===== src/rtl/seq_mult_radix4.sv =====
// Radix-4 sequential multiplier: one 2-bit multiplier digit per cycle,
// unsigned or two's-complement signed, with a start/busy/done handshake.
//
// Ports:
//   clk         rising-edge clock
//   rst         synchronous active-high reset
//   start       request, sampled only while idle
//   signed_mode 1 = operands are two's complement
//   a, b        WIDTH-bit multiplicand / multiplier
//   busy        operation in flight
//   done        one-cycle pulse when p updates
//   p           2*WIDTH-bit product, held between operations
module seq_mult_radix4 #(
  parameter int WIDTH = 8
) (
  input  logic               clk,
  input  logic               rst,
  input  logic               start,
  input  logic               signed_mode,
  input  logic [WIDTH-1:0]   a,
  input  logic [WIDTH-1:0]   b,
  output logic               busy,
  output logic               done,
  output logic [2*WIDTH-1:0] p
);

  localparam int ITER = WIDTH / 2;
  localparam int AW   = 2 * WIDTH + 2;
  localparam int CW   = $clog2(ITER + 1);

  typedef enum logic [1:0] {
    S_IDLE,
    S_RUN,
    S_FIX
  } state_t;

  state_t r_state;
  state_t w_state_nxt;

  logic [WIDTH-1:0]   r_ma;
  logic [WIDTH-1:0]   r_mb;
  logic               r_neg;
  logic [AW-1:0]      r_acc;
  logic [CW-1:0]      r_cnt;
  logic               r_busy;
  logic               r_done;
  logic [2*WIDTH-1:0] r_p;

  logic [WIDTH-1:0]   w_abs_a;
  logic [WIDTH-1:0]   w_abs_b;
  logic               w_neg;
  logic [WIDTH+1:0]   w_pp;
  logic [AW-1:0]      w_acc_nxt;
  logic [2*WIDTH-1:0] w_mag;
  logic [2*WIDTH-1:0] w_fix;

  // -2^(W-1) negates to itself, which read unsigned is its magnitude.
  assign w_abs_a = (signed_mode && a[WIDTH-1]) ? -a : a;
  assign w_abs_b = (signed_mode && b[WIDTH-1]) ? -b : b;
  assign w_neg   = signed_mode & (a[WIDTH-1] ^ b[WIDTH-1]);

  always_comb begin
    w_pp = '0;
    unique case (r_mb[1:0])
      2'd0: w_pp = '0;
      2'd1: w_pp = {2'b00, r_ma};
      2'd2: w_pp = {1'b0, r_ma, 1'b0};
      2'd3: w_pp = {2'b00, r_ma} + {1'b0, r_ma, 1'b0};
      default: w_pp = '0;
    endcase
  end

  // Digit k lands at bit W-2 and is shifted right ITER-1-k more
  // times, leaving it at weight 4^k once all digits are in.
  assign w_acc_nxt = (r_acc >> 2) + (AW'(w_pp) << (WIDTH - 2));

  assign w_mag = r_acc[2*WIDTH-1:0];
  assign w_fix = r_neg ? -w_mag : w_mag;

  always_comb begin
    w_state_nxt = r_state;
    unique case (r_state)
      S_IDLE:  if (start) w_state_nxt = S_RUN;
      S_RUN:   if (r_cnt == CW'(1)) w_state_nxt = S_FIX;
      S_FIX:   w_state_nxt = S_IDLE;
      default: w_state_nxt = S_IDLE;
    endcase
  end

  always_ff @(posedge clk) begin
    if (rst) begin
      r_state <= S_IDLE;
    end else begin
      r_state <= w_state_nxt;
    end
  end

  always_ff @(posedge clk) begin
    if (rst) begin
      r_ma   <= '0;
      r_mb   <= '0;
      r_neg  <= 1'b0;
      r_acc  <= '0;
      r_cnt  <= '0;
      r_busy <= 1'b0;
      r_done <= 1'b0;
      r_p    <= '0;
    end else begin
      r_busy <= (w_state_nxt != S_IDLE);
      r_done <= (r_state == S_FIX);
      unique case (r_state)
        S_IDLE: begin
          if (start) begin
            r_ma  <= w_abs_a;
            r_mb  <= w_abs_b;
            r_neg <= w_neg;
            r_acc <= '0;
            r_cnt <= CW'(ITER);
          end
        end
        S_RUN: begin
          r_acc <= w_acc_nxt;
          r_mb  <= r_mb >> 2;
          r_cnt <= r_cnt - CW'(1);
        end
        S_FIX: begin
          r_p <= w_fix;
        end
        default: ;
      endcase
    end
  end

  assign busy = r_busy;
  assign done = r_done;
  assign p    = r_p;

endmodule


===== config.mk =====
export PLATFORM = sky130hd
export DESIGN_NAME = seq_mult_radix4
export DESIGN_NICKNAME = d
export VERILOG_FILES = /design/src/rtl/seq_mult_radix4.sv
export SDC_FILE = /design/constraint.sdc
export NUM_CORES = 1
export LEC_CHECK = 0
export ABC_AREA = 1
export CORE_MARGIN = 1.5
export CORE_UTILIZATION = 57
export DETAILED_ROUTE_END_ITERATION = 8
export PLACE_DENSITY = 0.9
export SYNTH_ARGS = -nofsm -noshare
export SYNTH_HDL_FRONTEND = slang
export SYNTH_SLANG_ARGS = --single-unit

===== constraint.sdc =====
create_clock -name clk -period 3.14 [get_ports clk]
set_input_delay 0.785 -clock clk [delete_from_list [all_inputs] [get_ports clk]]
set_output_delay 0.785 -clock clk [all_outputs]
set_load 0.02 [all_outputs]

After elaboration in Yosys (flattened, before gate mapping). Cells that the tools add are included.

Muxes and demuxes: 13. Add/subtract/negate cells: 6. Equality and inequality tests: 7. Reduce and logical (&&, ||, !) cells: 8. Bitwise gates (word level): 2.

Operators by type and width (number): $pmux 10 s4 (1); $pmux 18 s2 (1); $mux 8 (3); $mux 18 (1); $add 16x16->17 (1); $mux 16 (1); $neg 16->16 (1); $neg 8->8 (2); $pmux 8 s2 (1); $add 8x9->10 (1); $eq 2x2->1 const B (3); $pmux 3 s2 (1); $eq 2x1->1 const B (2); $logic_not 2->1 (2); $mux 2 (2); $pmux 2 s2 (1); $reduce_and 2->1 (2); $reduce_bool 2->1 (2); $eq 3x1->1 const B (1); $mux 3 (1); $sub 3x1->3 const B (1); $logic_and 1x1->1 (2); $ne 2x2->1 const B (1); $and 1x1->1 (1); $xor 1x1->1 (1).

Output and inout bits: 18. Input bits: 20. Word-level logic and storage cells: 45. Bits in registers: 58.

Depth between registers and ports, before layout.
Depth in word-level cells: 4. Depth in mapped cells: 19. Mapped depth without buffers: 19.

Worst setup path before layout. No wires, ideal clock.

Path kind: flip-flop to flip-flop. Start: register r_ma[1]. End: register r_acc[16]. Clock period less this slack: 2.460 ns. Setup slack: 0.680 ns. Library setup time: 0.112 ns. Arrival: 2.348 ns. Stages on the path, launching flop included: 19. Data required time: 3.028 ns. Path buffers: 0. Path through: dfxtp_1 > ha_1 > inv_1 > fa_1 > inv_1 > nand3_1 > nand2_1 > a21oi_1 > nand2_1 > nand2_1 > o211ai_1 > ha_1 > a21oi_1 > a21boi_0 > nand2_1 > nand2_1 > nand2_1 > nand2_1 > nand2_1.

Cells in the longest elaborated chain, start to end: 4.

RTL lines: from (decl) (line 40) `logic [WIDTH-1:0] r_ma;`; from (signal assigned) (line 114) `r_ma <= w_abs_a;`; $add 8x9->10 (line 68) `2'd3: w_pp = {2'b00, r_ma} + {1'b0, r_ma, 1'b0};`; $pmux 10 s4 (*) (line 64) `unique case (r_mb[1:0])`; $add 16x16->17 (*) (line 75) `assign w_acc_nxt = (r_acc >> 2) + (AW'(w_pp) << (WIDTH - 2));`; $pmux 18 s2 (*) (line 111) `unique case (r_state)`; to (signal assigned) (line 122) `r_acc <= w_acc_nxt;`; to (decl) (line 43) `logic [AW-1:0] r_acc;`.

Mark *: on every way between the ends. The rest lies on a longest branch, timed or not. A chain may end at the register's enable or synchronous reset.

Final worst setup path. Ends and elaborated chain as after synthesis.

==> results.json <==
{
  "grt_max_degree": 32,
  "ys_top_cells_by_area": "dfxtp_1 32%, nand2_1 13%, ha_1 8.0%",
  "grt_pass1_wl_mm": 14.45,
  "crit_end": "r_acc[16]$_SDFFE_PP0P_",
  "row_count": 28,
  "antennaDiodeCount": 0,
  "syn_area_per_cell_sq_um": 6.849,
  "postLayoutCoreUtil_pct": 70.43,
  "ys_seq_area_share_pct": 31.73,
  "cp-start-kind": "register",
  "holdCritPathClass": "register to register",
  "grt_pass1_vias": 3274,
  "clk_latency_ps": 350,
  "cts_buffers": 9,
  "drc_errors": 0,
  "num_io_pins": 38,
  "area_delta_synth_final_pct": 17.33,
  "ctsResizeCount": 0,
  "p_clk_share_pct": 39.9,
  "wl_met3_um": 363,
  "ir_drop_uv": 382.0,
  "ant_nets": 0,
  "combPwrFrac_pct": 16.0,
  "clk_path_buf_depth": 2,
  "coreArea_sq_mm": 0.005991,
  "p_sw_share_pct": 30.18,
  "globalplace.congestion": 0.9461,
  "cts_tree": "done",
  "dp_hpwl_mm": 6.313,
  "place_area_sq_mm": 0.004015,
  "synth_compound_gate_area_share_pct": 20.60,
  "p_int_mw": 1.255,
  "drtPass1Iterations": 5,
  "initialDrtViolationCount": 254,
  "status": "finished, final reports clean",
  "dr_total_vias": 3551,
  "netlist_area_sq_mm": 0.003596,
  "synth-adder-area-share_pct": 9.116,
  "dieArea_sq_mm": 0.006794,
  "synthTopCellsByCount": "124 x nand2_1, 67 x inv_1, 57 x dfxtp_1",
  "worstReg2RegStart": "r_ma[1]$_SDFFE_PP0P_",
  "synth_seq_cells": 57,
  "highest_layer": "met4",
  "synth_xor_area_share_pct": 2.679,
  "maxSlewHeadroom_pct": 51.35,
  "die-width_um": 82.43,
  "cp_max_fo": 5,
  "netlist.area_leader.share_pct": 31.73,
  "leakage_nw": 1.962,
  "max_freq_mhz": 365.1,
  "synth_cells": 525,
  "p_switching_mw": 0.5424,
  "root_buffer": "clkbuf_8",
  "cp-startpoint": "r_ma[1]$_SDFFE_PP0P_",
  "synth_edf_count": 0,
  "seq_power_share_pct": 44.0,
  "r2r_end": "r_acc[16]$_SDFFE_PP0P_",
  "fp.dieH_um": 82.43,
  "synth_top_family_by_area": "simple AND/OR/NAND/NOR gates",
  "hold_viol": 0,
  "fin_tns_setup_ps": 0,
  "antenna_found_initial": 0,
  "rsz0062_at_grt": "no",
  "clk_pin_slew_ps": 70,
  "reg2reg_depth": 17,
  "drv_slew": 0,
  "cts_hold_buf": 0,
  "yosys.area.top_type": "dfxtp_1",
  "power.density_mw_per_mm2": 425.9,
  "setup_viol_count_final": 0,
  "synth_most_common_cell": "nand2_1",
  "port_buffers": 37,
  "instances_no_fill": 644,
  "cts_sinks": 57,
  "yosys.area_share.simple_pct": 26.06,
  "required_ps": 3390,
  "nNetsFinal": 609,
  "avgRoutedWirePerCell_um": 13.41,
  "met1Wirelength_mm": 3.962,
  "hold_slack_ps": 454.1,
  "final_area_sq_mm": 0.004219,
  "wl_met2_mm": 4.119,
  "grt-ovfl-total": 0,
  "critPathCaptureType": "register",
  "yosys_warnings": 0,
  "via_per_inst": 5.514,
  "syn-num-nets": 570,
  "clock_skew_ps": 8.171,
  "dp_cells": 628,
  "rrSetupSlack_ps": 400,
  "postCtsSetupBuffers": 0,
  "grt_usage_pct": 28.03,
  "drive_gt1_share_pct": 6.678,
  "async_flop_share_pct": 0,
  "start_util_pct": 60.03,
  "yosysUniqueCellTypes": 40,
  "cap_violations": 0,
  "post-route-min-period_ps": 2739,
  "cts_max_level": 3,
  "crit_type": "register to register",
  "worst_pin_slew_ps": 728.9,
  "arrival_ps": 2990,
  "synth_ff_type": "dfxtp_1",
  "routed_wl_mm": 8.634,
  "synth_mux_area_share_pct": 0,
  "fin_crit_sh_pct": 87.22
}
-- placed cells by master (no fill, tap or decap), types with 23 or more instances in the layout --
master	count
clkdlybuf4s50_1	37
nor2_1	53
inv_1	67
ha_1	23
dfxtp_1	57
a21oi_1	43
nand2_1	124
o21ai_0	44
nand3_1	31
-- stage by stage --
stage / power [mW] / worst slack (ps)
after global routing: 1.871 / 143.8
final: 1.797 / 401.3
after CTS: 1.801 / 431.6
after global placement: 1.079 / 533.8
after detailed placement: 1.089 / 444.3
after floorplan: 0.9986 / 679.5
-- layout make-up --
type	count	area, sq um
clock inverter	6	66.31
inverter	74	285.3
sequential	57	1141
multi-input combinational	382	2102
tap	75	93.84
clock buffer	10	137.6
fill	458	1772
timing repair buffer	40	392.9
-- flip-flops by register name (all words and copies together) (netlist names) --
register,cells
r_mb,8
r_state,2
busy,1
r_neg,1
r_cnt,3
r_acc,17
done,1
r_ma,8
p,16
-- worst min-delay path by stage --
stage                         start                   end  slack, ps  cells past startpoint
2_1_floorplan  r_mb[5]$_SDFFE_PP0P_  r_mb[5]$_SDFFE_PP0P_        420                      2
3_3_place_gp   r_mb[5]$_SDFFE_PP0P_  r_mb[5]$_SDFFE_PP0P_        430                      2
3_5_place_dp   r_mb[4]$_SDFFE_PP0P_  r_mb[4]$_SDFFE_PP0P_        440                      2
4_1_cts        r_mb[4]$_SDFFE_PP0P_  r_mb[4]$_SDFFE_PP0P_        450                      2
5_1_grt        r_mb[6]$_SDFFE_PP0P_  r_mb[6]$_SDFFE_PP0P_        470                      2
6_report       r_mb[4]$_SDFFE_PP0P_  r_mb[4]$_SDFFE_PP0P_        450                      2
-- power by group through the flow --
stage | logic (mW) | clock network (mW) | registers (mW)
6_report | 0.288 | 0.718 | 0.791
5_1_grt | 0.323 | 0.754 | 0.794
4_1_cts | 0.287 | 0.724 | 0.790
3_5_place_dp | 0.283 | 0 | 0.806
3_3_place_gp | 0.275 | 0 | 0.803
2_1_floorplan | 0.200 | 0 | 0.799
-- cells by family after synthesis --
| logic type | Yosys count |
|---|---|
| simple gates | 220 |
| fa+ha+maj | 25 |
| xor+xnor | 11 |
| buf+inv | 86 |
| compound gates | 126 |
| flops | 57 |
-- metal layers --
metal / vias to the layer above / track usage (%)
met1: 1622 / 34.74
met5: - / 0
met4: 0 / 12.54
met3: 19 / 5.385
li1: 1819 / -
met2: 91 / 46.83
-- critical path: stages (launching register included) --
cell and delay, ps:
dfxtp_1 380, ha_1 190, inv_1 50, fa_1 350, inv_1 100, nand3_1 70
nand2_1 120, a21oi_1 70, o21ai_0 90, nand3_1 110, ha_1 340, a21o_1 210
a21boi_0 260, nand2_1 80, nand2_1 80, nand2_1 50, nand2_1 50, nand2_1 40
Note: power is estimated with default switching activity, not from simulation.
